`src/rtl/uart_rx_frontend_if.sv`:
```
// Byte-stream port of uart_rx_frontend: one-entry valid/ready buffer plus
// the three one-cycle error strobes. The master side is the receiver.
interface uart_rx_frontend_if;
  logic [7:0] DATA;
  logic       VALID;
  logic       READY;
  logic       FRAME_ERR;
  logic       OVERRUN;
  logic       PARITY_ERR;

  modport master (
    output DATA,
    output VALID,
    input  READY,
    output FRAME_ERR,
    output OVERRUN,
    output PARITY_ERR
  );

  modport slave (
    input  DATA,
    input  VALID,
    output READY,
    input  FRAME_ERR,
    input  OVERRUN,
    input  PARITY_ERR
  );
endinterface

```
`src/rtl/uart_rx_frontend.sv`:
```
// UART receive front-end: synchronises RXD, deframes 8N1 (8E1 when
// UART_RX_PARITY_EN is defined) and hands bytes over a one-entry valid/ready buffer.
module uart_rx_frontend #(
  parameter int unsigned CLKS_PER_BIT = 87
) (
  input  logic                CLK,
  input  logic                RESET,
  input  logic                RXD,
  uart_rx_frontend_if.master  rx
);

  localparam int unsigned CNT_W = $clog2(CLKS_PER_BIT);

  // The counter runs down to zero, so loads are one less than the interval.
  localparam logic [CNT_W-1:0] BIT_LOAD  = CNT_W'(CLKS_PER_BIT - 1);
  localparam logic [CNT_W-1:0] HALF_LOAD = CNT_W'(CLKS_PER_BIT / 2 - 1);

  typedef enum logic [2:0] {
    ST_IDLE,
    ST_START,
    ST_DATA,
`ifdef UART_RX_PARITY_EN
    ST_PARITY,
`endif
    ST_STOP,
    ST_WAIT_HIGH
  } state_t;

`ifdef UART_RX_PARITY_EN
  localparam state_t ST_AFTER_DATA = ST_PARITY;
`else
  localparam state_t ST_AFTER_DATA = ST_STOP;
`endif

  state_t           state, state_nxt;
  logic             rxd_meta, rxs;
  logic [CNT_W-1:0] cnt;
  logic [2:0]       bit_cnt;
  logic [7:0]       shreg;
  logic [7:0]       data_q;
  logic             valid_q;
  logic             frame_err_q;
  logic             overrun_q;
  logic             tick;
  logic             handshake;

  logic load_half, load_bit, shift_en, bit_clr;
  logic deliver, frame_err_set;

`ifdef UART_RX_PARITY_EN
  logic par_err, par_sample, parity_err_set, parity_err_q;
`endif

  assign tick      = (cnt == '0);
  assign handshake = valid_q && rx.READY;

  // ---------------------------------------------------------------------
  // Input synchroniser; both flops reset to the idle line level so that
  // reset release never looks like a start edge.
  // ---------------------------------------------------------------------
  // NOTE: sequential state uses non-blocking (<=) so every flop samples the
  // pre-edge value of its neighbours; blocking here would collapse the chain.
  always_ff @(posedge CLK or negedge RESET) begin
    if (!RESET) begin
      rxd_meta <= 1'b1;
      rxs      <= 1'b1;
    end else begin
      rxd_meta <= RXD;
      rxs      <= rxd_meta;
    end
  end

  // ---------------------------------------------------------------------
  // FSM: state register
  // ---------------------------------------------------------------------
  always_ff @(posedge CLK or negedge RESET) begin
    if (!RESET) state <= ST_IDLE;
    else        state <= state_nxt;
  end

  // ---------------------------------------------------------------------
  // FSM: next-state logic
  // ---------------------------------------------------------------------
  // NOTE: every always_comb output gets a default before the case so no
  // path leaves it unassigned, which would otherwise infer a latch.
  always_comb begin
    state_nxt = state;
    case (state)
      ST_IDLE:      if (!rxs) state_nxt = ST_START;
      ST_START:     if (tick) state_nxt = rxs ? ST_IDLE : ST_DATA;
      ST_DATA:      if (tick && bit_cnt == 3'd7) state_nxt = ST_AFTER_DATA;
`ifdef UART_RX_PARITY_EN
      ST_PARITY:    if (tick) state_nxt = ST_STOP;
`endif
      ST_STOP:      if (tick) state_nxt = rxs ? ST_IDLE : ST_WAIT_HIGH;
      ST_WAIT_HIGH: if (rxs) state_nxt = ST_IDLE;
      default:      state_nxt = ST_IDLE;
    endcase
  end

  // ---------------------------------------------------------------------
  // FSM: output decode (counter control, sampling strobes, delivery)
  // ---------------------------------------------------------------------
  always_comb begin
    load_half      = 1'b0;
    load_bit       = 1'b0;
    shift_en       = 1'b0;
    bit_clr        = 1'b0;
    deliver        = 1'b0;
    frame_err_set  = 1'b0;
`ifdef UART_RX_PARITY_EN
    par_sample     = 1'b0;
    parity_err_set = 1'b0;
`endif
    case (state)
      ST_IDLE: begin
        bit_clr = 1'b1;
        if (!rxs) load_half = 1'b1;
      end
      ST_START: begin
        if (tick && !rxs) load_bit = 1'b1;
      end
      ST_DATA: begin
        if (tick) begin
          shift_en = 1'b1;
          load_bit = 1'b1;
        end
      end
`ifdef UART_RX_PARITY_EN
      ST_PARITY: begin
        if (tick) begin
          par_sample = 1'b1;
          load_bit   = 1'b1;
        end
      end
`endif
      ST_STOP: begin
        // A low stop bit wins over a parity mismatch.
        if (tick) begin
          if (!rxs)         frame_err_set  = 1'b1;
`ifdef UART_RX_PARITY_EN
          else if (par_err) parity_err_set = 1'b1;
`endif
          else              deliver        = 1'b1;
        end
      end
      default: ;
    endcase
  end

  // ---------------------------------------------------------------------
  // Baud counter and bit counter
  // ---------------------------------------------------------------------
  always_ff @(posedge CLK or negedge RESET) begin
    if (!RESET) begin
      cnt <= '0;
    end else if (load_half) begin
      cnt <= HALF_LOAD;
    end else if (load_bit) begin
      cnt <= BIT_LOAD;
    end else if (!tick) begin
      cnt <= cnt - 1'b1;
    end
  end

  always_ff @(posedge CLK or negedge RESET) begin
    if (!RESET)        bit_cnt <= 3'd0;
    else if (bit_clr)  bit_cnt <= 3'd0;
    else if (shift_en) bit_cnt <= bit_cnt + 3'd1;
  end

  // LSB arrives first, so shift in from the top.
  always_ff @(posedge CLK or negedge RESET) begin
    if (!RESET)        shreg <= 8'h00;
    else if (shift_en) shreg <= {rxs, shreg[7:1]};
  end

`ifdef UART_RX_PARITY_EN
  // Even parity: the parity bit equals the XOR of the data bits.
  always_ff @(posedge CLK or negedge RESET) begin
    if (!RESET)          par_err <= 1'b0;
    else if (par_sample) par_err <= (rxs != ^shreg);
  end
`endif

  // ---------------------------------------------------------------------
  // One-entry output buffer and error strobes
  // ---------------------------------------------------------------------
  always_ff @(posedge CLK or negedge RESET) begin
    if (!RESET) begin
      data_q    <= 8'h00;
      valid_q   <= 1'b0;
      overrun_q <= 1'b0;
    end else begin
      overrun_q <= 1'b0;
      if (deliver) begin
        if (!valid_q || handshake) begin
          data_q  <= shreg;
          valid_q <= 1'b1;
        end else begin
          overrun_q <= 1'b1;
        end
      end else if (handshake) begin
        valid_q <= 1'b0;
      end
    end
  end

  always_ff @(posedge CLK or negedge RESET) begin
    if (!RESET) frame_err_q <= 1'b0;
    else        frame_err_q <= frame_err_set;
  end

`ifdef UART_RX_PARITY_EN
  always_ff @(posedge CLK or negedge RESET) begin
    if (!RESET) parity_err_q <= 1'b0;
    else        parity_err_q <= parity_err_set;
  end
  assign rx.PARITY_ERR = parity_err_q;
`else
  assign rx.PARITY_ERR = 1'b0;
`endif

  assign rx.DATA      = data_q;
  assign rx.VALID     = valid_q;
  assign rx.FRAME_ERR = frame_err_q;
  assign rx.OVERRUN   = overrun_q;

endmodule

```
`src/flat_wrapper.sv`:
```
// flat-port wrapper written by rule: the top's interface ports become plain ports
module uart_rx_frontend_flat 
#(
  parameter int unsigned CLKS_PER_BIT = 87
)
  (CLK, RESET, RXD, rx_DATA, rx_VALID, rx_READY, rx_FRAME_ERR, rx_OVERRUN, rx_PARITY_ERR);
  uart_rx_frontend_if rx_i ();
  input  logic CLK;
  input  logic RESET;
  input  logic RXD;
  output wire logic [$bits(rx_i.DATA)-1:0] rx_DATA;
  output wire logic [$bits(rx_i.VALID)-1:0] rx_VALID;
  input wire logic [$bits(rx_i.READY)-1:0] rx_READY;
  output wire logic [$bits(rx_i.FRAME_ERR)-1:0] rx_FRAME_ERR;
  output wire logic [$bits(rx_i.OVERRUN)-1:0] rx_OVERRUN;
  output wire logic [$bits(rx_i.PARITY_ERR)-1:0] rx_PARITY_ERR;
  assign rx_DATA = rx_i.DATA;
  assign rx_VALID = rx_i.VALID;
  assign rx_i.READY = rx_READY;
  assign rx_FRAME_ERR = rx_i.FRAME_ERR;
  assign rx_OVERRUN = rx_i.OVERRUN;
  assign rx_PARITY_ERR = rx_i.PARITY_ERR;
  uart_rx_frontend #(.CLKS_PER_BIT(CLKS_PER_BIT)) u_core (.CLK(CLK), .RESET(RESET), .RXD(RXD), .rx(rx_i));
endmodule
```
`config.mk`:
```
export PLATFORM = sky130hd
export DESIGN_NAME = uart_rx_frontend_flat
export DESIGN_NICKNAME = d
export VERILOG_FILES = /design/src/rtl/uart_rx_frontend_if.sv /design/src/rtl/uart_rx_frontend.sv /design/src/flat_wrapper.sv
export SDC_FILE = /design/constraint.sdc
export NUM_CORES = 1
export LEC_CHECK = 0
export CAP_MARGIN = 20
export CORE_UTILIZATION = 45
export DETAILED_ROUTE_END_ITERATION = 10
export PLACE_DENSITY = 0.67
export SYNTH_ARGS = -nofsm -noshare
export SYNTH_HDL_FRONTEND = slang
export SYNTH_SLANG_ARGS = --single-unit
```
`constraint.sdc`:
```
create_clock -name CLK -period 4.1 [get_ports CLK]
set_clock_uncertainty 0.05 [all_clocks]
set_input_delay 0.41 -clock CLK [delete_from_list [all_inputs] [get_ports CLK]]
set_output_delay 0.41 -clock CLK [all_outputs]
set_load 0.02 [all_outputs]
```
After elaboration in Yosys (flattened, before gate mapping)
Cells that the tools add are included.
Widths: inputs -> output; s select.
{"block": "op_classes", "n_addsub": 2, "n_eq_ne": 12, "muxes": 30, "n_reduce_logical": 13}
{"operator": "$mux 3", "n": 8}
{"operator": "$mux 7", "n": 3}
{"operator": "$mux 1", "n": 16}
{"operator": "$pmux 3 s5", "n": 1}
{"operator": "$ne 2x1->1 const B", "n": 4}
{"operator": "$logic_not 7->1", "n": 1}
{"operator": "$sub 7x1->7 const B", "n": 1}
{"operator": "$eq 3x2->1 const B", "n": 2}
{"operator": "$eq 3x3->1 const B", "n": 2}
{"operator": "$reduce_and 5->1", "n": 1}
{"operator": "$ne 2x2->1 const B", "n": 2}
{"operator": "$reduce_and 2->1", "n": 2}
{"operator": "$reduce_bool 2->1", "n": 2}
{"operator": "$add 3x1->3 const B", "n": 1}
{"operator": "$eq 3x1->1 const B", "n": 1}
{"operator": "$logic_and 1x1->1", "n": 3}
{"operator": "$logic_not 3->1", "n": 1}
{"operator": "$ne 3x3->1 const B", "n": 1}
{"operator": "$logic_not 1->1", "n": 2}
{"operator": "$mux 2", "n": 1}
{"operator": "$pmux 1 s2", "n": 1}
{"operator": "$logic_or 1x1->1", "n": 1}
{"block": "totals", "register_bits": 34, "input_bits": 4, "out_inout_bits": 12, "word_cells": 67}

Depth between registers and ports, before layout
{"block": "depth", "ltp_word": 6, "depth_mapped": 7}

Worst setup path after synthesis
No wires, ideal clock.
{"block": "synth_timing", "path_type": "reg-to-reg", "start": "register u_core.cnt[3]", "end": "register u_core.data_q[0], in the netlist u_core.rx.DATA[0]", "setup_ns": 0.125, "t_arrival_ns": 1.600, "setup_slack_ns": 2.326, "path_stages_with_launch": 6, "n_path_buf": 1, "path_cell_list": "dfrtp_1 nor4_4 nand4_1 nor2b_1 buf_4 mux2_2"}
{"block": "synth_between", "elab_chain_cells": 4}
{"element": "from (decl)", "line_no": "uart_rx_frontend.sv:37", "source": "logic [CNT_W-1:0] cnt;"}
{"element": "from (signal assigned)", "line_no": "uart_rx_frontend.sv:162", "source": "cnt <= cnt - 1'b1;"}
{"element": "$logic_not 7->1", "line_no": "uart_rx_frontend.sv:54", "source": "assign tick = (cnt == '0);"}
{"element": "$mux 1", "line_no": "uart_rx_frontend.sv:139", "source": "if (tick) begin"}
{"element": "$mux 1", "line_no": "uart_rx_frontend.sv:115", "source": "case (state)"}
{"element": "$reduce_and 2->1 (no line)"}
{"element": "to (signal assigned)", "line_no": "uart_rx_frontend.sv:198", "source": "data_q <= shreg;"}
{"element": "to (decl)", "line_no": "uart_rx_frontend.sv:40", "source": "logic [7:0] data_q;"}
No other way between the ends.
A chain may end at the register's enable or synchronous reset.

Worst setup path after layout
{"block": "layout_timing", "start": "register u_core.cnt[3]", "end": "register u_core.data_q[5], in the netlist u_core.rx.DATA[5]"}
Same word-level chain as after synthesis.

==> summary by stage <==
Global routing
Across every metal layer, demand over resource in global routing totals 0.1670. The number of antenna violations at the first check in global routing is 0. The first global-routing pass estimated 4374 um of wire.

Entering global routing, the biggest net connects 35 pins. The number of global-route vias before repair is 966. The remaining global-route overflow is 0.

Timing
The post-route clock period utilization is 0.5672. The clock period could shrink to 2325 ps. Setup repair after global routing left no endpoint under its margin. The total count of hold-check failures in the final report came to 0.

The number of pins exceeding their max-slew limit in the final report is 0. Setup violations remaining at the end of the flow were counted as 0. Measured against its own limit, the worst slew margin works out to 0.3586. The highest clock frequency the design can meet is 0.4300 GHz. The transition time of the tightest slew-check pin is 953.2 ps. The tightest hold path in the finished design has a slack of 312.9 ps. For the final routed database, the setup TNS stands at 0 ps.

Logic synthesis
The synthesized netlist net count is 133. Synthesis inferred 34 register bits. The number of standard cells after synthesis is 125. The number of distinct library cell variants in the gate-level netlist after synthesis is 34. The sequential cell area fraction in the yosys report is 0.5609. Counting flops with an async set or reset pin after synthesis yields a share of 1.000. The average cell area after synthesis is 12.17 sq um. The synthesis warning total is 0. The most frequently used flop master after synthesis is sky130_fd_sc_hd__dfrtp_1. The area of the mapped netlist is 0.001521 sq mm. In this run, synthesis inferred 0 flip-flops with an integrated enable. The share of the synthesized area in the top cell type is 0.5263. Yosys attributes the largest share of cell area to sky130_fd_sc_hd__dfrtp_1 53%, sky130_fd_sc_hd__mux2_2 12%, sky130_fd_sc_hd__dfstp_2 3.5%, sky130_fd_sc_hd__ha_1 3.3%, sky130_fd_sc_hd__nand3_1 3.0%.

Summed over all instances, the cell type with the most area after synthesis is sky130_fd_sc_hd__dfrtp_1.

Worst setup path
Among cell families on the critical path, the largest total delay comes from simple AND/OR/NAND/NOR gates. The critical path goes through nor4_4, nand4_1, nor2b_1, mux2_2. Counting both buffers and inverters, the worst setup path holds a total of 0. The sort of element at the end of the critical path is a flop.

The worst setup path is of the flop to flop kind. The largest driver fanout on the critical path is 8. For the worst setup path, the data required time is 4270 ps. The critical path launch point type is a flop.

The worst register-to-register path has a setup slack of 1770 ps. STA puts the critical path data arrival time at 2490 ps. The cell type of the slowest stage on the worst timing path is sky130_fd_sc_hd__nor2b_1. The delay contributed by the slowest stage of the critical path is 610 ps.

Placement
The number of buffers added on ports is 14. The congestion estimate from routability-driven global placement came to 0.7375. The cell area after placement is 0.001687 sq mm. The placed cell count is 178. The half-perimeter wire length after placement is 1819 um.

Finish
Leaving out fill and tap cells, the most frequent cells in the layout are 32 x sky130_fd_sc_hd__dfrtp_1, 16 x sky130_fd_sc_hd__mux2_2, 14 x sky130_fd_sc_hd__clkdlybuf4s50_1. Leaving out fill and tap cells, the most frequent cell in the layout is sky130_fd_sc_hd__dfrtp_1. The fraction of layout cells with a size suffix above 1 is 0.2057. The layout overhead on the synthesized area is 13.98%.

The final net count is 149. With fillers left out, the area of the finished cells amounts to 0.001734 sq mm. The antenna cell count is 0. The finished layout holds 185 standard cells, fillers aside.

Clock network
TritonCTS built the clock tree. Once the clock tree was built, the resizer swapped 0 gates to a different size. The clock tree root buffer cell is sky130_fd_sc_hd__clkbuf_4. Buffers added to address setup during post-CTS repair amount to 0. The H-tree was split into 2 levels. The source-to-sink clock delay at the later pin of the worst-skew pair is 320 ps. Clock-pin slew was measured on the worst setup and hold paths at 100 ps. The number of clock buffers inserted by TritonCTS is 5. The clock passes through at most 2 buffers. The tree built by TritonCTS fans out to 34 sinks. Buffers inserted to repair hold after CTS numbered 0.

Detailed routing
The routed design has 2605 um of wire. After the first detailed-routing iteration, the DRC count stood at 43. The number of design rule violations left after detail routing is 0. In the final routed layout, each cell accounts on average for 14.08 um. The overall via count from detail_route is 1,013. After detailed routing, the number of vias per cell comes to 5.476. The remaining antenna violation count after routing is 0.

The count of TritonRoute iterations in the first routing pass is 4.

Floorplanning
The die covers 0.003617 sq mm. The initial core utilization is 0.4864. The floorplan step defined a core boundary enclosing 0.003128 sq mm. 16 I/O pins were placed. The standard-cell row count is 20. In this run the vertical extent of the chip is 60.15 um.

The die is 60.15 um wide.

Power and ir drop
In this run the power density over the cells is 410.2 mW/mm^2. IR analysis of the VDD net gives a maximum drop of 0.1941 mV. For this design the static power due to leakage is 0.7842 nW.

Worst hold path
The tightest min-delay check is of the flop to flop type.

Status
The flow ran to the end, and the final reports show no timing, DRC or antenna violations.

Job
The count of max-cap constraint violations is 0.
==> sequential cells by signal, indices dropped and copies added (netlist names) <==
register,flops
u_core.rx.FRAME_ERR,1
u_core.rxd_meta,1
u_core.rx.VALID,1
u_core.bit_cnt,3
u_core.rxs,1
u_core.rx.DATA,8
u_core.state,3
u_core.rx.OVERRUN,1
u_core.cnt,7
u_core.shreg,8
==> area by class of cell <==
class | count | area, sq um
fillers | 281 | 1394
clock inverters | 2 | 10.01
clock buffers | 5 | 37.54
multi-input cells | 83 | 623.1
repair buffers | 15 | 147.6
flip-flops and latches | 34 | 853.3
well taps | 44 | 55.05
inverters | 2 | 7.507
==> layer usage <==
metal  wire [um]  up-vias  GRT usage  share of wire
met5           0        -          0              0
met2        1255       16     0.2637           0.48
met4          53        0    0.07973          0.020
met1        1213      512     0.2106           0.47
met3          82        5    0.04545          0.031
li1            -      480          -              -
==> logic make-up after synthesis <==
kind of cell / synth area share
multiplexers: 0.1184
adder cells (fa/ha/maj): 0.03290
AND/OR/NAND/NOR: 0.1645
other: 0.002465
flip-flops: 0.5609
AO/OA/AOI/OAI: 0.07402
buffers and inverters: 0.02960
XOR/XNOR: 0.01727
==> synthesized netlist by cell type (2+ instances only) <==
master	instances
sky130_fd_sc_hd__ha_1	4
sky130_fd_sc_hd__nor3_1	2
sky130_fd_sc_hd__nand2_1	6
sky130_fd_sc_hd__a211oi_1	3
sky130_fd_sc_hd__nor2_1	6
sky130_fd_sc_hd__clkbuf_1	3
sky130_fd_sc_hd__or4_1	2
sky130_fd_sc_hd__and2_1	2
sky130_fd_sc_hd__nand4_1	3
sky130_fd_sc_hd__o21ai_0	6
sky130_fd_sc_hd__nor2b_1	3
sky130_fd_sc_hd__buf_4	2
sky130_fd_sc_hd__nand3_1	9
sky130_fd_sc_hd__a21oi_1	4
sky130_fd_sc_hd__inv_1	2
sky130_fd_sc_hd__xnor2_1	3
sky130_fd_sc_hd__dfrtp_1	32
sky130_fd_sc_hd__mux2_2	16
sky130_fd_sc_hd__dfstp_2	2
==> report_power, final <==
part           switching (W)  leakage (nW)  internal (W)
combinational      0.0000645         0.307     0.0000621
sequential         0.0000499         0.447      0.000369
clock               0.000105        0.0308     0.0000616
==> per-stage QoR <==
stage / power (W) / util / worst slack, ps
2_1_floorplan: 0.0005130 / - / 2326
3_3_place_gp: 0.0005425 / 0.5392 / 1824
3_5_place_dp: 0.0005515 / 0.5392 / 1756
4_1_cts: 0.0007178 / 0.5544 / 1751
5_1_grt: 0.0007554 / 0.5544 / 1597
6_report: 0.0007114 / 0.5544 / 1775
==> worst paths after layout <==
check,from,endpoint,depth (start not counted)
worst max-delay path,u_core.cnt[3],u_core.rx.DATA[5],4
worst min-delay path,u_core.rxd_meta,u_core.rxs,0
worst max register to register,u_core.cnt[3],u_core.rx.DATA[5],4
worst min register to register,u_core.rxd_meta,u_core.rxs,0
max in group asynchronous,RESET,u_core.rxd_meta,2
min in group asynchronous,RESET,u_core.cnt[2],2
Note: power is estimated with default switching activity, not from simulation.
